[src/rtl/icache_direct.sv]
// rtl/icache_direct.sv - direct-mapped read-only instruction cache with blocking single-word fill
// Optional hit/miss statistics counters enabled by defining ICACHE_STATS_EN.
module icache_direct #(
  parameter int SETS   = 16,
  parameter int WORD_W = 32
) (
  input  logic              CLK,
  input  logic              nRST,
  input  logic              iREN,
  input  logic [WORD_W-1:0] iaddr,
  input  logic              flush,
  output logic              ihit,
  output logic [WORD_W-1:0] iload,
  output logic              mREN,
  output logic [WORD_W-1:0] maddr,
  input  logic              miwait,
  input  logic [WORD_W-1:0] mload
`ifdef ICACHE_STATS_EN
  , output logic [31:0]     hit_count
  , output logic [31:0]     miss_count
`endif
);

  localparam int IDXW = $clog2(SETS);
  localparam int TAGW = WORD_W - IDXW - 2;

  typedef enum logic {IDLE, MISS} state_t;

  state_t              state_q, state_d;
  logic [WORD_W-3:0]   miss_addr_q, miss_addr_d;
  logic [SETS-1:0]     valid_q, valid_d;
  logic [TAGW-1:0]     tag_q  [SETS];
  logic [WORD_W-1:0]   data_q [SETS];

  logic [IDXW-1:0]     idx;
  logic [TAGW-1:0]     tag_in;
  logic [IDXW-1:0]     fill_idx;
  logic [TAGW-1:0]     fill_tag;
  logic                lookup;
  logic                fill_en;
  logic                unused_byte_offset;

  assign idx                = iaddr[IDXW+1:2];
  assign tag_in             = iaddr[WORD_W-1:IDXW+2];
  assign fill_idx           = miss_addr_q[IDXW-1:0];
  assign fill_tag           = miss_addr_q[WORD_W-3:IDXW];
  assign maddr              = {miss_addr_q, 2'b00};
  assign unused_byte_offset = ^iaddr[1:0];

  always_comb begin
    state_d     = state_q;
    miss_addr_d = miss_addr_q;
    valid_d     = valid_q;
    fill_en     = 1'b0;
    lookup      = 1'b0;
    ihit        = 1'b0;
    iload       = '0;
    mREN        = 1'b0;
    case (state_q)
      IDLE: begin
        lookup = iREN && valid_q[idx] && (tag_q[idx] == tag_in) && !flush;
        ihit   = lookup;
        iload  = lookup ? data_q[idx] : '0;
        if (iREN && !lookup && !flush) begin
          miss_addr_d = iaddr[WORD_W-1:2];
          state_d     = MISS;
        end
      end
      MISS: begin
        mREN = 1'b1;
        if (!miwait) begin
          fill_en = !flush;
          state_d = IDLE;
        end
      end
      default: state_d = IDLE;
    endcase
    // Flush wins over everything: an in-flight fill is dropped, not written.
    if (flush) begin
      valid_d = '0;
      state_d = IDLE;
    end else if (fill_en) begin
      valid_d[fill_idx] = 1'b1;
    end
  end

  always_ff @(posedge CLK or negedge nRST) begin
    if (!nRST) begin
      state_q     <= IDLE;
      miss_addr_q <= '0;
      valid_q     <= '0;
    end else begin
      state_q     <= state_d;
      miss_addr_q <= miss_addr_d;
      valid_q     <= valid_d;
    end
  end

  // Tag and data need no reset; the valid bits gate every use.
  always_ff @(posedge CLK) begin
    if (fill_en) begin
      tag_q[fill_idx]  <= fill_tag;
      data_q[fill_idx] <= mload;
    end
  end

`ifdef ICACHE_STATS_EN
  logic [31:0] hit_cnt_q, hit_cnt_d;
  logic [31:0] miss_cnt_q, miss_cnt_d;

  always_comb begin
    hit_cnt_d  = hit_cnt_q;
    miss_cnt_d = miss_cnt_q;
    if (flush) begin
      hit_cnt_d  = '0;
      miss_cnt_d = '0;
    end else begin
      if (ihit && hit_cnt_q != 32'hFFFF_FFFF)
        hit_cnt_d = hit_cnt_q + 32'd1;
      if (state_q == IDLE && state_d == MISS && miss_cnt_q != 32'hFFFF_FFFF)
        miss_cnt_d = miss_cnt_q + 32'd1;
    end
  end

  always_ff @(posedge CLK or negedge nRST) begin
    if (!nRST) begin
      hit_cnt_q  <= '0;
      miss_cnt_q <= '0;
    end else begin
      hit_cnt_q  <= hit_cnt_d;
      miss_cnt_q <= miss_cnt_d;
    end
  end

  assign hit_count  = hit_cnt_q;
  assign miss_count = miss_cnt_q;
`endif

endmodule

[config.mk]
export PLATFORM = sky130hd
export DESIGN_NAME = icache_direct
export DESIGN_NICKNAME = d
export VERILOG_FILES = /design/src/rtl/icache_direct.sv
export SDC_FILE = /design/constraint.sdc
export NUM_CORES = 1
export LEC_CHECK = 0
export BUFFER_PORTS_ARGS = -buffer_cell sky130_fd_sc_hd__buf_2
export CORE_ASPECT_RATIO = 0.6
export CORE_MARGIN = 2
export CORE_UTILIZATION = 56
export DETAILED_ROUTE_END_ITERATION = 6
export GPL_ROUTABILITY_DRIVEN = 0
export PLACE_DENSITY = 0.73
export SYNTH_ARGS = -nofsm -noshare
export SYNTH_HDL_FRONTEND = slang
export SYNTH_SLANG_ARGS = --single-unit
[constraint.sdc]
create_clock -name CLK -period 5.7 [get_ports CLK]
set_clock_uncertainty 0.1 [all_clocks]
set_input_delay 0.285 -clock CLK [delete_from_list [all_inputs] [get_ports CLK]]
set_output_delay 0.285 -clock CLK [all_outputs]
set_load 0.02 [all_outputs]
==> results of run 1 <==
==> logic make-up after synthesis <==
| group | Yosys count | synth area share (%) |
|---|---|---|
| buffers and inverters | 93 | 1.36 |
| xor gates and xnor gates | 28 | 0.644 |
| muxes | 369 | 18.4 |
| DFF | 975 | 76.3 |
| AOI/OAI and AO/OA | 53 | 1.11 |
| other | 1 | 0.00985 |
| and+or+nand+nor | 161 | 2.27 |
==> area by class of cell <==
cell class                      count  area, um^2
Clock inverter                     54         443
Fill cell                        4404       24300
Tap cell                          912        1140
Timing Repair Buffer              235        1780
Sequential cell                   975       29000
Multi-Input combinational cell    613        8660
Clock buffer                      106        2310
Inverter                            6        25.0
==> cells in the final DEF, fill, tap and decap left out, types with 5 or more instances in the layout <==
cell type      Yosys  layout
a21o_1             9       9
a221oi_1           6       6
a22o_1             5       5
a22oi_1            5       5
buf_12             0      13
buf_2             30     127
buf_4             11      31
bufinv_16          0       6
clkbuf_1          28      15
clkbuf_16          0      89
clkinv_1           2      14
clkinv_2           0      23
clkinvlp_4         0       5
dfrtp_1           47      47
dlygate4sd3_1      0      61
edfxtp_1         928     928
inv_6              0       5
mux2_2             8       8
mux2_4            29      29
mux2i_1           81      81
mux4_2           251     251
nand2_1           25      25
nand2b_1           8       8
nand3_1            7       7
nor2_1            43      31
nor2_4             0      12
nor2b_1           37      37
nor3_1             9       5
nor4_1             6       6
xnor2_1           18      18
xor2_1            10      10
==> path summary, 6_finish.rpt <==
kind	end	cells past startpoint	startpoint
min reg2reg	valid_q[1]	1	valid_q[1]
min in group asynchronous	miss_addr_q[23]	3	nRST
max reg2reg	miss_addr_q[15]	9	tag_q[15][13]
max in group asynchronous	miss_addr_q[12]	3	nRST
min	miss_addr_q[2]	2	iaddr[4]
max	iload[26]	12	iaddr[3]
==> flip-flops by register name (all words and copies together), names as in the netlist <==
register	flops
state_q	1
valid_q	16
tag_q	416
miss_addr_q	30
data_q	512
==> per-stage QoR <==
step	setup slack, ns	utilization, %
4_1_cts	1.13	64.1
3_3_place_gp	1.10	59.2
2_1_floorplan	0.155	-
5_1_grt	0.941	64.1
3_5_place_dp	1.07	59.2
6_report	1.13	64.1
==> per-layer routing <==
metal  global-route usage (%)  up-vias
met5                        0        -
met4                     5.43        0
met3                     5.02      125
met2                     38.4      796
met1                     37.0     9813
li1                         -     7535
==> critical path, delay by kind of cell <==
family,cells,cell delay [ns]
AOI/OAI and AO/OA,1,0.21
xor gates and xnor gates,1,0.17
buffers and inverters,5,1.77
muxes,1,0.25
and+or+nand+nor,4,1.39
==> power breakdown <==
part / internal (uW) / total [uW] / switching [uW]
Sequential: 8070 / 8270 / 204
Combinational: 398 / 891 / 493
Clock: 3170 / 5740 / 2570
Total: 11600 / 14900 / 3270
==> what timing repair did <==
action                                  CTS  global route
hold endpoints to repair                594             0
hold buffers                             61             0
endpoints found under the setup margin    0             0
==> metrics, run 1 <==
outcome=finished, final reports clean; die area=around 70,000 um^2; row count=74; Post-synth EDFFs=928; fin crit share=between 80 and 90%; CP max FO=51; WL/cell=between 20 and 30 um; layout cells sized above 1=a little under a third; initial antenna violation count=0; post-DP HPWL=between 40 and 50 mm; H-tree levels=3; worst min path class=in -> reg; Clock Sinks=around 980; slowest CP cell=or4_1; LEAKAGE=between 0.01 and 0.015 uW; Setup CP Type=in -> out; Min Hold Slack=0.151 ns; drt pass-1 iters=5; Final nets=1,986; Vias/cell=between 6 and 7; # resized after CTS=0; Die H=206 um; Highest Signal Layer=met4; Required @ worst endpoint=between 5 and 6 ns; cell seen most often among critical-path stages=buf_4; Worst-Margin Slew=roughly 1.3 ns; wl on met1=36.0 mm; diode count=0; DRC=0; Fmax=219 MHz; crit path time final=4.57 ns; GR Overflow Total=0; Slew Limit Fails=0; Synth cell types=between 50 and 60; non-filler cells, final=2,901; Worst EP arrival=approximately 4.2 ns; IO Pins=approximately 140; crit start category=input port; root buffer cell=clkbuf_16; met2 wire len=between 40 and 50 mm; Yosys top cell area share=around three quarters; max cap viols=0; Total Power=~15,000 uW; worst skew pair latency=approximately 0.65 ns; Avg Inst Size Synth=22.7 um^2; GRT Resource Usage Total=approximately 25%; largest net degree at the start of global routing=67; Synth Cell Area=38,100 um^2; placed inst area=between 40,000 and 50,000 um^2; Post-synth top cells=928 x edfxtp_1, 251 x mux4_2, 81 x mux2i_1; Hold Violations, Final=0; CTS buffer count=between 80 and 90; pwr/cell area=between 300 and 400 nW/um^2; Final Instance Area=approximately 43,000 um^2; CP Cell Sequence=buf_6 -> clkinv_1 -> buf_4 -> mux2i_1 -> xor2_1 -> a41oi_1 -> or4_1 -> nor4_1 -> nand4_1 -> buf_4 -> nor2b_1 -> buf_2; first-pass GRT wire length=about 120 mm; clock slew at reported path FFs=about 0.060 ns; setup TNS=0 ns; Synth area leader=edfxtp_1; max_slew headroom=11.3%; vias in the first global route=about 19,000; routed length on met3=roughly 6.8 mm; vias=~18,000; sequential-to-total area share from yosys stat=between 70% and 80%; Layout area overhead=13.9%; RSZ-0062 raised after global routing=false; top-count cell post-synth=edfxtp_1; CTS tree=yes; Synth Warn #=0; crit path capture type=output port; peak supply drop=around 210 uV; final setup vio count=0; DIE WIDTH=between 300 and 400 um; predominant post-synthesis flop cell=edfxtp_1; ys async rst share=just under 5%; dominant cells by area after synthesis=edfxtp_1 73%, mux4_2 15%, dfrtp_1 3.1%; Post-Syn Instances=around 1,700; area of the core=about 68,000 um^2; antenna viol nets, final=0; Starting Density=a little under three fifths; R2R Setup Slk=approximately 1.8 ns; post-synthesis register bit count=roughly 980; final WL=~85 mm; maximum clock insertion buffer count=3; Cells after DPL=~2,700; number of post-CTS setup repair buffers=0; DR iter-0 viols=about 2,200; CP max stage delay=about 0.64 ns; number of I/O port buffers=130
Note: power is estimated with default switching activity, not from simulation.
==> inputs of run 2 (changes only) <==
==> constraint.sdc (replaced) <==
create_clock -name CLK -period 3.9 [get_ports CLK]
set_clock_uncertainty 0.1 [all_clocks]
set_input_delay 0.195 -clock CLK [delete_from_list [all_inputs] [get_ports CLK]]
set_output_delay 0.195 -clock CLK [all_outputs]
set_load 0.02 [all_outputs]
==> metrics, run 2 (synthesized netlist as in run 1, its figures left out) <==
top flop regs=data_q (512), tag_q (416), miss_addr_q (30); worst setup margin=-0.116 ns; final setup vio count=33; IO Pins=about 140; antenna viol nets, final=0; max reg flops=approximately 510; Final Util=between 60% and 70%; Vias/cell=6.36; diode count=0; drt pass-1 iters=6; failing checks=negative setup slack; largest net degree at the start of global routing=93; final WL=between 80 and 90 mm; root buffer cell=clkbuf_16; GR Overflow Total=0; Fmax=between 200 and 250 MHz; CTS tree=yes; DIE WIDTH=around 340 um; post-DP HPWL=48.5 mm; area of the core=around 68,000 um^2; number of I/O port buffers=130; vias in the first global route=roughly 19,000; outcome=finished, violations left; most common cell after layout, fill and taps aside=edfxtp_1; DRC=0; pwr/cell area=between 400 and 500 nW/um^2; Hold Violations, Final=0; Total Power=around 22,000 uW; WL/cell=29.9 um; max cap viols=0; crit start category=flip-flop; Final nets=2,023; die area=around 70,000 um^2; row count=between 70 and 80; vias=roughly 19,000; Setup CP Type=reg -> out; layout cells sized above 1=about a third; Required @ worst endpoint=approximately 3.6 ns; crit path capture type=output port; Clock Sinks=between 900 and 1,000; crit path time final=between 4 and 5 ns; fin crit share=103%; CTS buffer count=between 80 and 90; RSZ-0062 raised after global routing=true; Layout area overhead=15.6%; peak supply drop=334 uV; maximum clock insertion buffer count=3; Slew Limit Fails=0; clock slew at reported path FFs=roughly 0.060 ns; worst skew pair latency=roughly 0.65 ns; CP max FO=33; Die H=slightly above 200 um; LEAKAGE=around 0.015 uW; fill count=between 4,000 and 5,000; Starting Density=around 56%; Top reg by flops=data_q; H-tree levels=3; commonest cells after routing, fill and taps aside=928 x edfxtp_1, 251 x mux4_2, 94 x buf_2; first-pass GRT wire length=~130 mm; DR iter-0 viols=2,257; Worst EP arrival=3.72 ns; initial antenna violation count=2; max_slew headroom=40.0%; GRT Resource Usage Total=roughly 26%; Worst-Margin Slew=roughly 0.90 ns; worst min path class=in -> reg
==> run 2: cell count changes in the layout (fill, tap and decap cells not counted), sizes merged <==
cell         change
bufinv           +2
buf             +37
clkbuf           +7
inv              -2
clkinvlp         -3
clkinv          -11
dlygate4sd3      +1
==> run 2: worst max-delay path, stage by stage, from the launching register on <==
cell and delay [ns]:
edfxtp_1 0.36, mux4_2 0.53, mux2i_1 0.19, xor2_1 0.24
a41oi_2 0.16, or4_4 0.61, nor4_4 0.24, nand4_1 0.17
buf_12 0.21, nor2b_1 0.17, buf_4 0.17
==> run 2: metal layers <==
layer	vias to the layer above	track usage [%]	routed length, um
met5	-	0	13
met1	9976	38.5	36800
li1	7587	-	-
met4	2	5.52	1540
met2	953	39.2	41500
met3	127	5.31	7890
==> run 2: through the flow <==
step,hold WS (ns),std cells,setup slack (ns),cell area (um^2),TNS (ns)
final,0.0609,2932,-0.116,44000,-2.59
after detailed placement,0.00696,2717,0.0885,40600,0
after global routing,0.0408,2932,-0.250,44000,-7.17
after CTS,0.0345,2932,-0.159,44000,-4.14
after floorplan,-0.201,1681,-0.138,38100,-23.92
after global placement,0.00184,2717,0.218,40600,0
==> run 2: cell type report <==
type / instances / area [um^2] / area share [%]
Clock inverter: 40 / 403 / 0.915
Clock buffer: 113 / 2330 / 5.28
Timing Repair Buffer: 273 / 2380 / 5.41
Tap cell: 912 / 1140 / 2.59
Multi-Input combinational cell: 613 / 8720 / 19.8
Sequential cell: 975 / 29000 / 65.9
Inverter: 6 / 25.0 / 0.0568
==> run 2: timing repair <==
| action | in CTS | in global routing |
|---|---|---|
| buffers inserted | 0 | 0 |
| hold buffers | 62 | 0 |
| gates cloned | 0 | 0 |
| hold endpoints to repair | 594 | 0 |
| pin swaps | 2 | 1 |
| resized for setup | 39 | 3 |
| endpoints found under the setup margin | 33 | 33 |
==> run 2: power breakdown <==
| group | total (uW) | internal (uW) | leakage [uW] | switching (uW) |
|---|---|---|---|---|
| logic | 1360 | 613 | 0.00430 | 749 |
| clock network | 8360 | 4720 | 0.00132 | 3640 |
| registers | 12100 | 11800 | 0.00894 | 312 |
| total | 21800 | 17100 | 0.0146 | 4700 |
==> run 2: path summary, 6_finish.rpt <==
kind,from,endpoint,slack [ns],cells past startpoint
setup / recovery,tag_q[13][22],iload[15],-0.12,10
hold / removal,iaddr[3],miss_addr_q[1],0.06,2
setup reg to reg,tag_q[15][13],miss_addr_q[18],0.35,9
hold reg to reg,valid_q[1],valid_q[1],0.38,1
max in group asynchronous,nRST,miss_addr_q[0],2.78,3
min in group asynchronous,nRST,miss_addr_q[5],0.12,3
